## config.mk

```make
export PLATFORM = sky130hd
export DESIGN_NAME = ahb_switch_master_port_derr
export DESIGN_NICKNAME = d
export VERILOG_FILES = /design/src/rtl/ahb_switch_master_port_derr.sv
export SDC_FILE = /design/constraint.sdc
export NUM_CORES = 1
export LEC_CHECK = 0
export ABC_AREA = 0
export BUFFER_PORTS_ARGS = -buffer_cell sky130_fd_sc_hd__buf_2
export CAP_MARGIN = 25
export CORE_AREA = 3 3 386 388
export CTS_BUF_LIST = sky130_fd_sc_hd__clkbuf_8
export DETAILED_ROUTE_END_ITERATION = 8
export DIE_AREA = 0 0 389 391
export GPL_TIMING_DRIVEN = 1
export PLACE_DENSITY_LB_ADDON = 0.1
export SLEW_MARGIN = 25
export SYNTH_ARGS = -nofsm -noshare
export SYNTH_HDL_FRONTEND = slang
export SYNTH_SLANG_ARGS = --single-unit
```

## constraint.sdc

```tcl
create_clock -name HCLK -period 4.8 [get_ports HCLK]
set_clock_uncertainty 0.2 [all_clocks]
set_input_delay 0.72 -clock HCLK [delete_from_list [all_inputs] [get_ports HCLK]]
set_output_delay 0.72 -clock HCLK [all_outputs]
set_load 0.005 [all_outputs]
```

## src/rtl/ahb_switch_master_port_derr.sv

```systemverilog
// Master-side port of an AHB3-Lite multi-layer switch: decodes the address, requests a slave port,
// holds the address phase while arbitration is pending and answers unmapped accesses with ERROR.
module ahb_switch_master_port_derr #(
  parameter int HADDR_SIZE    = 32,
  parameter int HDATA_SIZE    = 32,
  parameter int SLAVES        = 8,
  parameter int PRIORITY_BITS = 3
) (
  input  logic                     HCLK,
  input  logic                     HRESET,
  input  logic [PRIORITY_BITS-1:0] mst_priority,
  input  logic                     mst_HSEL,
  input  logic [HADDR_SIZE-1:0]    mst_HADDR,
  input  logic [HDATA_SIZE-1:0]    mst_HWDATA,
  input  logic                     mst_HWRITE,
  input  logic [2:0]               mst_HSIZE,
  input  logic [2:0]               mst_HBURST,
  input  logic [3:0]               mst_HPROT,
  input  logic [1:0]               mst_HTRANS,
  input  logic                     mst_HMASTLOCK,
  input  logic                     mst_HREADY,
  output logic [HDATA_SIZE-1:0]    mst_HRDATA,
  output logic                     mst_HREADYOUT,
  output logic                     mst_HRESP,
  input  logic [HADDR_SIZE-1:0]    slvHADDRmask [SLAVES],
  input  logic [HADDR_SIZE-1:0]    slvHADDRbase [SLAVES],
  output logic [SLAVES-1:0]        slvHSEL,
  output logic [HADDR_SIZE-1:0]    slvHADDR,
  output logic [HDATA_SIZE-1:0]    slvHWDATA,
  output logic                     slvHWRITE,
  output logic [2:0]               slvHSIZE,
  output logic [2:0]               slvHBURST,
  output logic [3:0]               slvHPROT,
  output logic [1:0]               slvHTRANS,
  output logic                     slvHMASTLOCK,
  output logic [1:0]               slvHTRANS4sw,
  output logic                     slvHMASTLOCK4sw,
  input  logic [HDATA_SIZE-1:0]    slvHRDATA [SLAVES],
  input  logic [SLAVES-1:0]        slvHREADYOUT,
  input  logic [SLAVES-1:0]        slvHRESP,
  output logic                     slvHREADY,
  output logic [PRIORITY_BITS-1:0] slvpriority,
  input  logic [SLAVES-1:0]        master_granted,
  output logic                     can_switch,
  output logic                     decode_error
);

  localparam int SLAVES_BITS = (SLAVES > 1) ? $clog2(SLAVES) : 1;
  localparam logic [1:0] HTRANS_IDLE   = 2'b00;
  localparam logic [1:0] HTRANS_NONSEQ = 2'b10;
  localparam logic [1:0] HTRANS_SEQ    = 2'b11;
  localparam logic [2:0] HBURST_SINGLE = 3'b000;
  localparam logic [2:0] HBURST_INCR   = 3'b001;

  typedef enum logic [2:0] {ST_IDLE, ST_PENDING, ST_GRANTED, ST_ERR1, ST_ERR2} state_t;

  state_t                   state_q, state_d;
  logic [HADDR_SIZE-1:0]    haddr_q;
  logic                     hwrite_q;
  logic [2:0]               hsize_q;
  logic [2:0]               hburst_q;
  logic [3:0]               hprot_q;
  logic [1:0]               htrans_q;
  logic                     hmastlock_q;
  logic [PRIORITY_BITS-1:0] priority_q;
  logic [SLAVES_BITS-1:0]   slave_sel_q;
  logic [3:0]               burst_cnt_q, burst_cnt_d;
  logic                     decode_error_q, decode_error_d;

  logic [SLAVES-1:0]        live_hit, reg_hit;
  logic [SLAVES_BITS-1:0]   live_idx, reg_idx, sel_enc;
  logic                     live_any, live_req, live_granted, reg_granted, mux_sel;

  // Address decode for both the live and the held address phase.
  generate
    for (genvar gi = 0; gi < SLAVES; gi++) begin : g_decode
      assign live_hit[gi] = (mst_HADDR & slvHADDRmask[gi]) == (slvHADDRbase[gi] & slvHADDRmask[gi]);
      assign reg_hit[gi]  = (haddr_q & slvHADDRmask[gi]) == (slvHADDRbase[gi] & slvHADDRmask[gi]);
    end
  endgenerate

  // Lowest index wins when several windows overlap.
  always_comb begin
    live_idx = '0;
    reg_idx  = '0;
    for (int s = SLAVES - 1; s >= 0; s--) begin
      if (live_hit[s]) live_idx = SLAVES_BITS'(s);
      if (reg_hit[s])  reg_idx  = SLAVES_BITS'(s);
    end
  end

  assign live_any     = |live_hit;
  assign live_req     = mst_HSEL & mst_HTRANS[1];
  assign live_granted = live_any & master_granted[live_idx];
  assign reg_granted  = master_granted[reg_idx];
  assign mux_sel      = (state_q != ST_PENDING);
  assign sel_enc      = mux_sel ? live_idx : reg_idx;

  function automatic logic [3:0] burst_len_m1(input logic [2:0] hburst);
    case (hburst[2:1])
      2'b01:   return 4'd3;
      2'b10:   return 4'd7;
      2'b11:   return 4'd15;
      default: return 4'd0;
    endcase
  endfunction

  always_comb begin
    state_d = state_q;
    case (state_q)
      ST_IDLE, ST_GRANTED, ST_ERR2: begin
        if (mst_HREADY) begin
          if (live_req) begin
            if (!live_any)         state_d = ST_ERR1;
            else if (live_granted) state_d = ST_GRANTED;
            else                   state_d = ST_PENDING;
          end else begin
            state_d = ST_IDLE;
          end
        end else if (state_q == ST_ERR2) begin
          state_d = ST_IDLE;
        end
      end
      ST_PENDING: if (reg_granted) state_d = ST_GRANTED;
      ST_ERR1:    state_d = ST_ERR2;
      default:    state_d = ST_IDLE;
    endcase
    decode_error_d = (state_d == ST_ERR1);
  end

  // Slave-side address phase: live while not pending, held copy while waiting for a grant.
  always_comb begin
    slvHWDATA       = mst_HWDATA;
    slvHTRANS4sw    = mst_HTRANS;
    slvHMASTLOCK4sw = mst_HMASTLOCK;
    if (mux_sel) begin
      slvHSEL      = (live_req && live_any) ? (SLAVES'(1) << live_idx) : '0;
      slvHADDR     = mst_HADDR;
      slvHWRITE    = mst_HWRITE;
      slvHSIZE     = mst_HSIZE;
      slvHBURST    = mst_HBURST;
      slvHPROT     = mst_HPROT;
      slvHTRANS    = mst_HTRANS;
      slvHMASTLOCK = mst_HMASTLOCK;
      slvHREADY    = mst_HREADY;
      slvpriority  = mst_priority;
    end else begin
      slvHSEL      = SLAVES'(1) << reg_idx;
      slvHADDR     = haddr_q;
      slvHWRITE    = hwrite_q;
      slvHSIZE     = hsize_q;
      slvHBURST    = hburst_q;
      slvHPROT     = hprot_q;
      // A held SEQ of an undefined-length burst restarts the burst at the new slave port.
      slvHTRANS    = (htrans_q == HTRANS_SEQ && hburst_q == HBURST_INCR) ? HTRANS_NONSEQ : htrans_q;
      slvHMASTLOCK = hmastlock_q;
      slvHREADY    = 1'b1;
      slvpriority  = priority_q;
    end
  end

  always_comb begin
    mst_HRDATA = slvHRDATA[slave_sel_q];
    case (state_q)
      ST_GRANTED: begin
        mst_HREADYOUT = slvHREADYOUT[slave_sel_q];
        mst_HRESP     = slvHRESP[slave_sel_q];
      end
      ST_PENDING: begin mst_HREADYOUT = 1'b0; mst_HRESP = 1'b0; end
      ST_ERR1:    begin mst_HREADYOUT = 1'b0; mst_HRESP = 1'b1; end
      ST_ERR2:    begin mst_HREADYOUT = 1'b1; mst_HRESP = 1'b1; end
      default:    begin mst_HREADYOUT = 1'b1; mst_HRESP = 1'b0; end
    endcase
  end

  always_comb begin
    can_switch = 1'b1;
    case (state_q)
      ST_IDLE, ST_ERR2: can_switch = !(live_req && live_granted);
      ST_PENDING:       can_switch = !reg_granted;
      ST_GRANTED: begin
        can_switch = !mst_HSEL ||
                     (mst_HREADY && !mst_HMASTLOCK &&
                      ((mst_HTRANS == HTRANS_IDLE) ||
                       (mst_HTRANS == HTRANS_NONSEQ && mst_HBURST == HBURST_SINGLE) ||
                       (mst_HTRANS == HTRANS_SEQ && mst_HBURST[2:1] != 2'b00 && burst_cnt_q == 4'd1)));
      end
      default:          can_switch = 1'b1;
    endcase
  end

  always_comb begin
    burst_cnt_d = burst_cnt_q;
    if (mst_HREADY) begin
      if (!mst_HSEL || mst_HTRANS == HTRANS_IDLE)           burst_cnt_d = 4'd0;
      else if (mst_HTRANS == HTRANS_NONSEQ)                 burst_cnt_d = burst_len_m1(mst_HBURST);
      else if (mst_HTRANS == HTRANS_SEQ && burst_cnt_q != 0) burst_cnt_d = burst_cnt_q - 4'd1;
    end
  end

  always_ff @(posedge HCLK or posedge HRESET) begin
    if (HRESET) begin
      state_q        <= ST_IDLE;
      haddr_q        <= '0;
      hwrite_q       <= 1'b0;
      hsize_q        <= 3'd0;
      hburst_q       <= 3'd0;
      hprot_q        <= 4'd0;
      htrans_q       <= HTRANS_IDLE;
      hmastlock_q    <= 1'b0;
      priority_q     <= '0;
      slave_sel_q    <= '0;
      burst_cnt_q    <= 4'd0;
      decode_error_q <= 1'b0;
    end else begin
      state_q        <= state_d;
      decode_error_q <= decode_error_d;
      burst_cnt_q    <= burst_cnt_d;
      if (mst_HREADY) begin
        haddr_q     <= mst_HADDR;
        hwrite_q    <= mst_HWRITE;
        hsize_q     <= mst_HSIZE;
        hburst_q    <= mst_HBURST;
        hprot_q     <= mst_HPROT;
        htrans_q    <= mst_HSEL ? mst_HTRANS : HTRANS_IDLE;
        hmastlock_q <= mst_HMASTLOCK;
        priority_q  <= mst_priority;
      end
      // Only real slave selections move the data-phase mux, so unmapped accesses leave it alone.
      if (slvHREADY && (|slvHSEL)) slave_sel_q <= sel_enc;
    end
  end

  assign decode_error = decode_error_q;

endmodule

```

# After elaboration in Yosys (flattened, before gate mapping)
# Index checks and enable logic that the tools add are counted.
# totals
register_bits	60
in_bits	877
output_inout_bits	129
elab_cells	162
# classes
n_addsub	1
order_cmp	4
n_eq_ne	30
shift	2
mux	55
bitwise	27
n_reduce_logical	31
# ops
cell	count
$and A32 B32 Y32	24
$eq A32 B32 Y1	16
$bmux W32 S3	1
$mux W32	3
$mux W3	24
$mux W4	4
$mux W8	2
$reduce_or A8 Y1	2
$shl A1 B3 Y8 const A	2
$bmux W1 S3	4
$lt A3 B4 Y1 const B	3
$pmux W4 S3	1
$eq A2 B2 Y1 const B	5
$logic_and A1 B1 Y1	10
$mux W2	5
$eq A3 B2 Y1 const B	3
$pmux W3 S3	1
$mux W1	7
$eq A3 B1 Y1 const B	2
$logic_not A3 Y1	2
$reduce_or A2 Y1	3
$eq A4 B1 Y1 const B	1
$ge A4 B4 Y1 const B	1
$logic_not A1 Y1	4
other kinds (15)	20

# Depth between registers and ports, before layout
# Gate-level depths: netlist of run 1.
# depth
word_depth	19
depth_mapped	11
depth_no_buf	10

# Worst setup path after synthesis of run 1
# OpenSTA, ideal clock, no wires.
# synth_timing
kind	input to output
start	input mst_HADDR[17]
end	output can_switch
t_arrival_ns	3.221
required_time_ns	3.880
slack_ns	0.659
stages	11
n_path_buf	1
cell_sequence	buf_2 xor2_1 a22oi_1 nand4_1 nor4_2 a211oi_1 nor3_1 mux2_2 o211ai_1 a21oi_1 a21boi_1
# synth_via
elab_chain_cells	16
elab_cells_between_ends	31
classes_between	eq/ne: 8; mux: 11; bitwise: 9; reduce/logical: 3
# synth_lines
element	line_no	rtl
start: declaration	13	input logic [HADDR_SIZE-1:0] mst_HADDR,
$and A32 B32 Y32	77	assign live_hit[gi] = (mst_HADDR & slvHADDRmask[gi]) == (slvHADDRbase[gi] & slvHADDRmask[gi]);
$eq A32 B32 Y1	77	
$mux W3 (8 in series)	87	if (live_hit[s]) live_idx = SLAVES_BITS'(s);
$bmux W1 S3	94	assign live_granted = live_any & master_granted[live_idx];
$mux W1 (implied by the code)	94	
$and A1 B1 Y1 (*)	94	
$logic_and A1 B1 Y1 (*)	179	ST_IDLE, ST_ERR2: can_switch = !(live_req && live_granted);
$logic_not A1 Y1 (*)	179	
$pmux W1 S3 (*)	178	case (state_q)
end: declaration	44	output logic can_switch,
# Mark *: on every way between the ends. The rest lies on a longest branch, timed or not. The select of a mux whose other input is x is not followed.

# Final worst setup path of run 1
# layout_timing
start	input mst_HADDR[27]
end	output can_switch
# Same word-level chain as after synthesis.

==> results.cfg, run 1 <==
[outcome]
status = finished with violations
violations = negative setup slack

[drt]
drtIter0Drc = 601
ant_nets = 0
via_per_inst = 3.76
dr.pass1.iters = 5
routed_wl_um = 139000
drc = 0
drt-wirelength-per-cell_um = 30.7
num_vias = 17100

[synthesis]
synth_edf_count = 0
synth_cell_types = 64
synthCells = 1528
synthArstFlopShare = 1.00
syn_avg_cell_area_um2 = 8.82
synth_warnings = 0
synth_flop_cell = dfrtp_1
syn-cell-area_um2 = 13500
yosysSeqAreaShare = 0.111
ys_ff_latch = 60
synth_nets = 2408

[sta]
whs_ns = 0.138
final_hold_viol_count = 0
worst_pin_slew_ns = 0.810
timing.final.crit_period_ns = 4.93
fmax_ghz = 0.203
rsz0062_at_grt = yes
fin_crit_sh = 1.03
max_slew_margin = 0.460
worst_slack_ns = -0.129
setup_viol = 1
drv_slew = 0

[floorplan]
io_pins = 1006
die_height_um = 391
core_um2 = 146000
die_area_um2 = 152000
die-width_um = 389
rows = 140
initial_core_util = 0.0925

[cts]
clk_pin_slew_worst_paths_ns = 0.10
cts_tree = yes
numCtsBuffers = 9
clk_latency_ns = 0.48
cts.sinks = 60
cts_max_level = 3
cts_buffer_depth = 2
cts-root-buf = clkbuf_8
holdBufCountCts = 0

[run]
maxCapViolations = 0

[setup_path]
slowest_delay_ns = 0.39
path_class = primary input to output port
cp.required_ns = 3.88
crit_arrival_ns = 4.01
crit_slowest_cell = nand4_1
path_buf_inv = 6
path_delay_family = buffers and inverters
r2r_slack_ns = 0.75
endpoint_kind = output port
crit_chain = buf_2, buf_4, xor2_1, a22oi_2, nand4_1, buf_4, nor4_4, a211oi_1, nor3_1, buf_4, mux2_2, o211ai_1, buf_4, a21oi_1, a21boi_2, buf_4
crit_fanout = 9
crit_path_start_kind = primary input
crit_top_cell = buf_4

[global_routing]
grt_pass1_vias = 18500
grt_pass1_wl_um = 178000
grtUsageTotal = 0.176
antenna_found_initial = 127
grt_max_degree = 63
globalRoute.totalOverflow = 0

[finish]
stdcell_area_um2 = 22300
nFillCells = 16900
fin_nets = 3460
multi_input_area_um2 = 11300
regArea_um2 = 1540
area_growth_syn_to_layout_pct = 65.5
drive_above_1_share = 0.551

[placed_design]
dpl_cell_area_um2 = 21500
dp_hpwl_um = 126000
port_buffers = 941
gp_congestion = 0.825

[power_and_ir_drop]
p_leak_nw = 10.3
vdd_ir_drop_max_v = 0.000121
cellPowerDensity_nw_per_um2 = 202

[worst_hold_path]
hp-class = primary input to async pin
[timing repair]
item	4_1_cts	5_1_grt
setup endpoints to repair	9	6
pin swaps	14	28
setup buffers	11	24
resized for setup	40	38
[routing by layer]
| metal | up-vias | share of wire | GRT usage |
|---|---|---|---|
| li1 | 7756 | - | - |
| met4 | 76 | 0.017 | 0.0339 |
| met2 | 739 | 0.51 | 0.323 |
| met1 | 8296 | 0.40 | 0.202 |
| met3 | 205 | 0.067 | 0.0494 |
| met5 | - | 0.0035 | 0 |
[synth_stat cells, types with 16 or more instances]
library cell	n	area share
dfrtp_1	60	0.11
inv_1	16	0.0045
mux2_2	81	0.068
a22oi_1	254	0.14
mux4_2	68	0.11
xor2_1	512	0.33
buf_2	43	0.016
buf_4	43	0.024
clkbuf_1	31	0.0086
nand2_1	160	0.045
nand4_1	66	0.031
nor2_1	17	0.0047
[flip-flops by register name, summed over array words and instances (netlist names)]
register      flops
hwrite_q          1
burst_cnt_q       4
haddr_q          32
priority_q        3
slave_sel_q       3
state_q           3
hprot_q           4
htrans_q          2
decode_error      1
hmastlock_q       1
hburst_q          3
hsize_q           3
[layout by cell type (no fill, tap or decap), types with 35 or more instances in the layout]
cell type and instances:
nand4_1 66, xor2_1 511, nand2_1 160, buf_2 936, mux2_2 81, diode_2 35, buf_4 224, mux4_2 68
a22oi_1 240, dfrtp_1 38
[final timing paths]
kind,cells past startpoint,from,end
max in group asynchronous,3,HRESET,haddr_q[3]
worst max register to register,14,haddr_q[12],slave_sel_q[1]
worst min-delay path,2,HRESET,haddr_q[29]
min in group HCLK,2,mst_HWRITE,hwrite_q
worst max-delay path,16,mst_HADDR[27],can_switch
worst min register to register,1,priority_q[2],priority_q[2]
[logic make-up after synthesis]
group / count (synthesis) / synth area share
multiplexers: 152 / 0.183
XOR/XNOR: 512 / 0.333
AO/OA/AOI/OAI: 325 / 0.180
buffers and inverters: 157 / 0.0669
adder cells (fa/ha/maj): 3 / 0.00278
flip-flops: 60 / 0.111
AND/OR/NAND/NOR: 319 / 0.123
[worst register-to-register path, cell delays in order (launching register included)]
cell,delay (ns)
dfrtp_2,0.53
xor2_1,0.21
a22oi_1,0.17
nand4_1,0.19
buf_4,0.19
buf_4,0.13
nor4_4,0.43
nor4_2,0.13
or3_4,0.36
buf_4,0.14
buf_4,0.12
a31o_1,0.26
or4_4,0.55
and2_4,0.17
a2bb2oi_1,0.13
[layout make-up]
type | count | area share
multi-input combinational | 1311 | 0.508
timing repair buffer | 1182 | 0.300
tap | 1917 | 0.107
sequential | 60 | 0.0688
clock buffer | 9 | 0.00555
antenna | 35 | 0.00392
clock inverter | 7 | 0.00308
inverter | 16 | 0.00275
[per-stage QoR]
stage                     utilization  power (W)  cells  setup slack (ns)  setup TNS (ns)
final                           0.153    0.00451   4537            -0.129          -0.129
after global routing            0.153    0.00485   4517            -0.261          -0.261
after CTS                       0.150    0.00464   4482            -0.219          -0.219
after detailed placement        0.147    0.00396   4455            -0.722           -1.42
after global placement          0.147    0.00399   4455            -0.744           -1.61
after floorplan                     -    0.00222   1528             0.659               0
[where the power goes]
group,internal (W),switching [W],leakage (nW),total [W]
Combinational,0.00150,0.00173,9.51,0.00323
Clock,0.000237,0.000345,0.101,0.000583
Sequential,0.000571,0.000120,0.695,0.000692
Total,0.00231,0.00220,10.3,0.00451
(Power assumes the default switching activity.)
==> inputs of run 2 (changes only) <==
ABC_AREA = 1   (was 0)
CORE_AREA = 3 3 395 397   (was 3 3 386 388)
DIE_AREA = 0 0 398 400   (was 0 0 389 391)
==> results.cfg, run 2 <==
[outcome]
status = complete, no violations

[power_and_ir_drop]
cellPowerDensity_nw_per_um2 = 196
pwr-share-comb = 0.695
p_int_w = 0.00202
switchingPower_w = 0.00251
vdd_ir_drop_max_v = 0.000153
p_leak_nw = 11.8
switching_share = 0.554
p_clk_frac = 0.160
seq_power_share = 0.145

[finish]
drive_above_1_share = 0.292
fin_nets = 4897
largest_reg_flops = 32
final_common_cell = buf_2
finalNonFillerCells = 6111
top_regs = haddr_q x32, burst_cnt_q x4, hprot_q x4
mostFrequentLayoutCells = 940 x buf_2, 745 x nand2_1, 554 x nand3_1
top_register = haddr_q
area_growth_syn_to_layout_pct = 48.1

[floorplan]
die-width_um = 398
rows = 143
die_height_um = 400
initial_core_util = 0.103
die_area_um2 = 159000
core_um2 = 152000
io_pins = 1006

[sta]
worst_pin_slew_ns = 0.786
setup_viol = 0
fmax_ghz = 0.218
fin_crit_sh = 0.956
rsz0062_at_grt = no
drv_slew = 0
timing.final.crit_period_ns = 4.59
max_slew_margin = 0.476
whs_ns = 0.247
final_hold_viol_count = 0

[synthesis]
synth_top_family_by_area = simple AND/OR/NAND/NOR gates
synthTopCellsByCount = 747 x nand2_1, 557 x nand3_1, 463 x nor2_1, 376 x o21ai_0, 322 x inv_1
yosys.area_share.simple = 0.537
synth_nets = 4018
yosysTopAreaCell = nand2_1
ys_ff_latch = 60
synth_compound_area_frac = 0.195
synthMuxAreaShare = 0
synthCells = 3138
synth_warnings = 0
synth_fa_ha_area_frac = 0.00240
syn_avg_cell_area_um2 = 4.98
synthTopCellsByArea = nand2_1 18%, nand3_1 18%, o21ai_0 12%
synth_flop_cell = dfrtp_1
syn-cell-area_um2 = 15600
synthArstFlopShare = 1.00
yosysMostFrequentCell = nand2_1
synth_cell_types = 41
synth-xor-area-share = 0.0140
yosysSeqAreaShare = 0.0960
synth_edf_count = 0
synth_top_cell_area_share = 0.179

[drt]
dr.pass1.iters = 6
drtIter0Drc = 1600
drc = 0
routed_wl_um = 147000
drt-wirelength-per-cell_um = 24.0
ant_nets = 0
via_per_inst = 4.02
num_vias = 24500

[placed_design]
gp_congestion = 0.858
port_buffers = 941
placedCellCount = 6019
dp_hpwl_um = 128000

[global_routing]
use_met3 = 0.0446
grtUsageMet1 = 0.213
grt_pass1_wl_um = 194000
grt_pass1_vias = 23600
globalRoute.totalOverflow = 0
antenna_found_initial = 127
met2_usage = 0.309
grtUsageTotal = 0.174
grt_max_degree = 138
gr-max-usage-layer = met2

[cts]
cts_max_level = 3
clk_pin_slew_worst_paths_ns = 0.13
cts-root-buf = clkbuf_8
clk_latency_ns = 0.51
cts.sinks = 60
numCtsBuffers = 9
cts_tree = yes
cts_buffer_depth = 2

[setup_path]
crit_path_start_kind = flop
crit_arrival_ns = 3.67
crit_fanout = 4
path_class = flop to output port
cp.required_ns = 3.88
endpoint_kind = output port

[worst_hold_path]
hp-class = primary input to flop

[run]
maxCapViolations = 0
[run 2: worst max-delay path: stages, from the launching register on]
cell     delay (ns)
dfrtp_2        0.46
buf_4          0.15
buf_4          0.13
xnor2_1        0.13
o21ai_0        0.11
nor3_1         0.29
nand2_1        0.26
nor2_2         0.33
nand2_2        0.14
nand2_1        0.12
nor2_1         0.07
a21oi_1        0.34
nand3_1        0.18
nand2_1        0.18
buf_2          0.26
[run 2: final timing paths]
path | depth (start not counted) | endpoint | slack (ns) | from
setup / recovery | 14 | slvHSEL[2] | 0.21 | haddr_q[11]
hold / removal | 3 | hprot_q[2] | 0.25 | mst_HPROT[2]
setup reg to reg | 20 | slave_sel_q[1] | 1.06 | haddr_q[11]
hold reg to reg | 2 | htrans_q[0] | 0.31 | htrans_q[0]
max in group asynchronous | 4 | haddr_q[13] | 3.17 | HRESET
min in group asynchronous | 3 | haddr_q[16] | 0.52 | HRESET
[run 2: power groups by stage]
stage / registers, W / logic, W / clock network, W
after global placement: 0.000675 / 0.00321 / 0
after CTS: 0.000662 / 0.00321 / 0.000785
after global routing: 0.000668 / 0.00352 / 0.000784
after detailed placement: 0.000674 / 0.00319 / 0
final: 0.000657 / 0.00315 / 0.000725
after floorplan: 0.000606 / 0.00155 / 0
[run 2: final cells by class]
class	count	area, um2
Fill cell	18200	129000
Multi-Input combinational cell	2550	11800
Timing Repair Buffer	1041	5540
Tap cell	2030	2540
Sequential cell	60	1530
Inverter	355	1370
Antenna cell	59	148
Clock buffer	9	124
Clock inverter	7	124
[run 2: kinds of logic after synthesis]
group                    count (synthesis)
AND/OR/NAND/NOR                       1936
AO/OA/AOI/OAI                          586
buffers and inverters                  528
flip-flops                              60
XOR/XNOR                                25
adder cells (fa/ha/maj)                  3
[run 2: layer usage]
layer	wire, um	up-vias
li1	-	12200
met1	61800	11200
met2	71400	906
met3	10200	220
met4	2820	52
met5	309	-
[run 2: per-stage QoR]
stage               setup slack (ns)  power (W)  utilization  instance area (um2)  setup TNS [ns]
floorplan                       1.54    0.00215            -                15600               0
global placement              -0.216    0.00388        0.148                22500          -0.458
detailed placement            -0.125    0.00386        0.148                22500          -0.150
CTS                          0.00415    0.00466        0.150                22800               0
global route                 0.00425    0.00498        0.151                23100               0
finish                         0.209    0.00453        0.152                23200               0
[run 2: what timing repair did]
| item | in CTS | in global routing |
|---|---|---|
| gates resized for setup | 12 | 34 |
| hold endpoints to repair | 0 | 13 |
| hold buffers | 0 | 1 |
| setup endpoints to repair | 8 | 8 |
| buffers inserted | 5 | 10 |
| pin swaps | 0 | 1 |
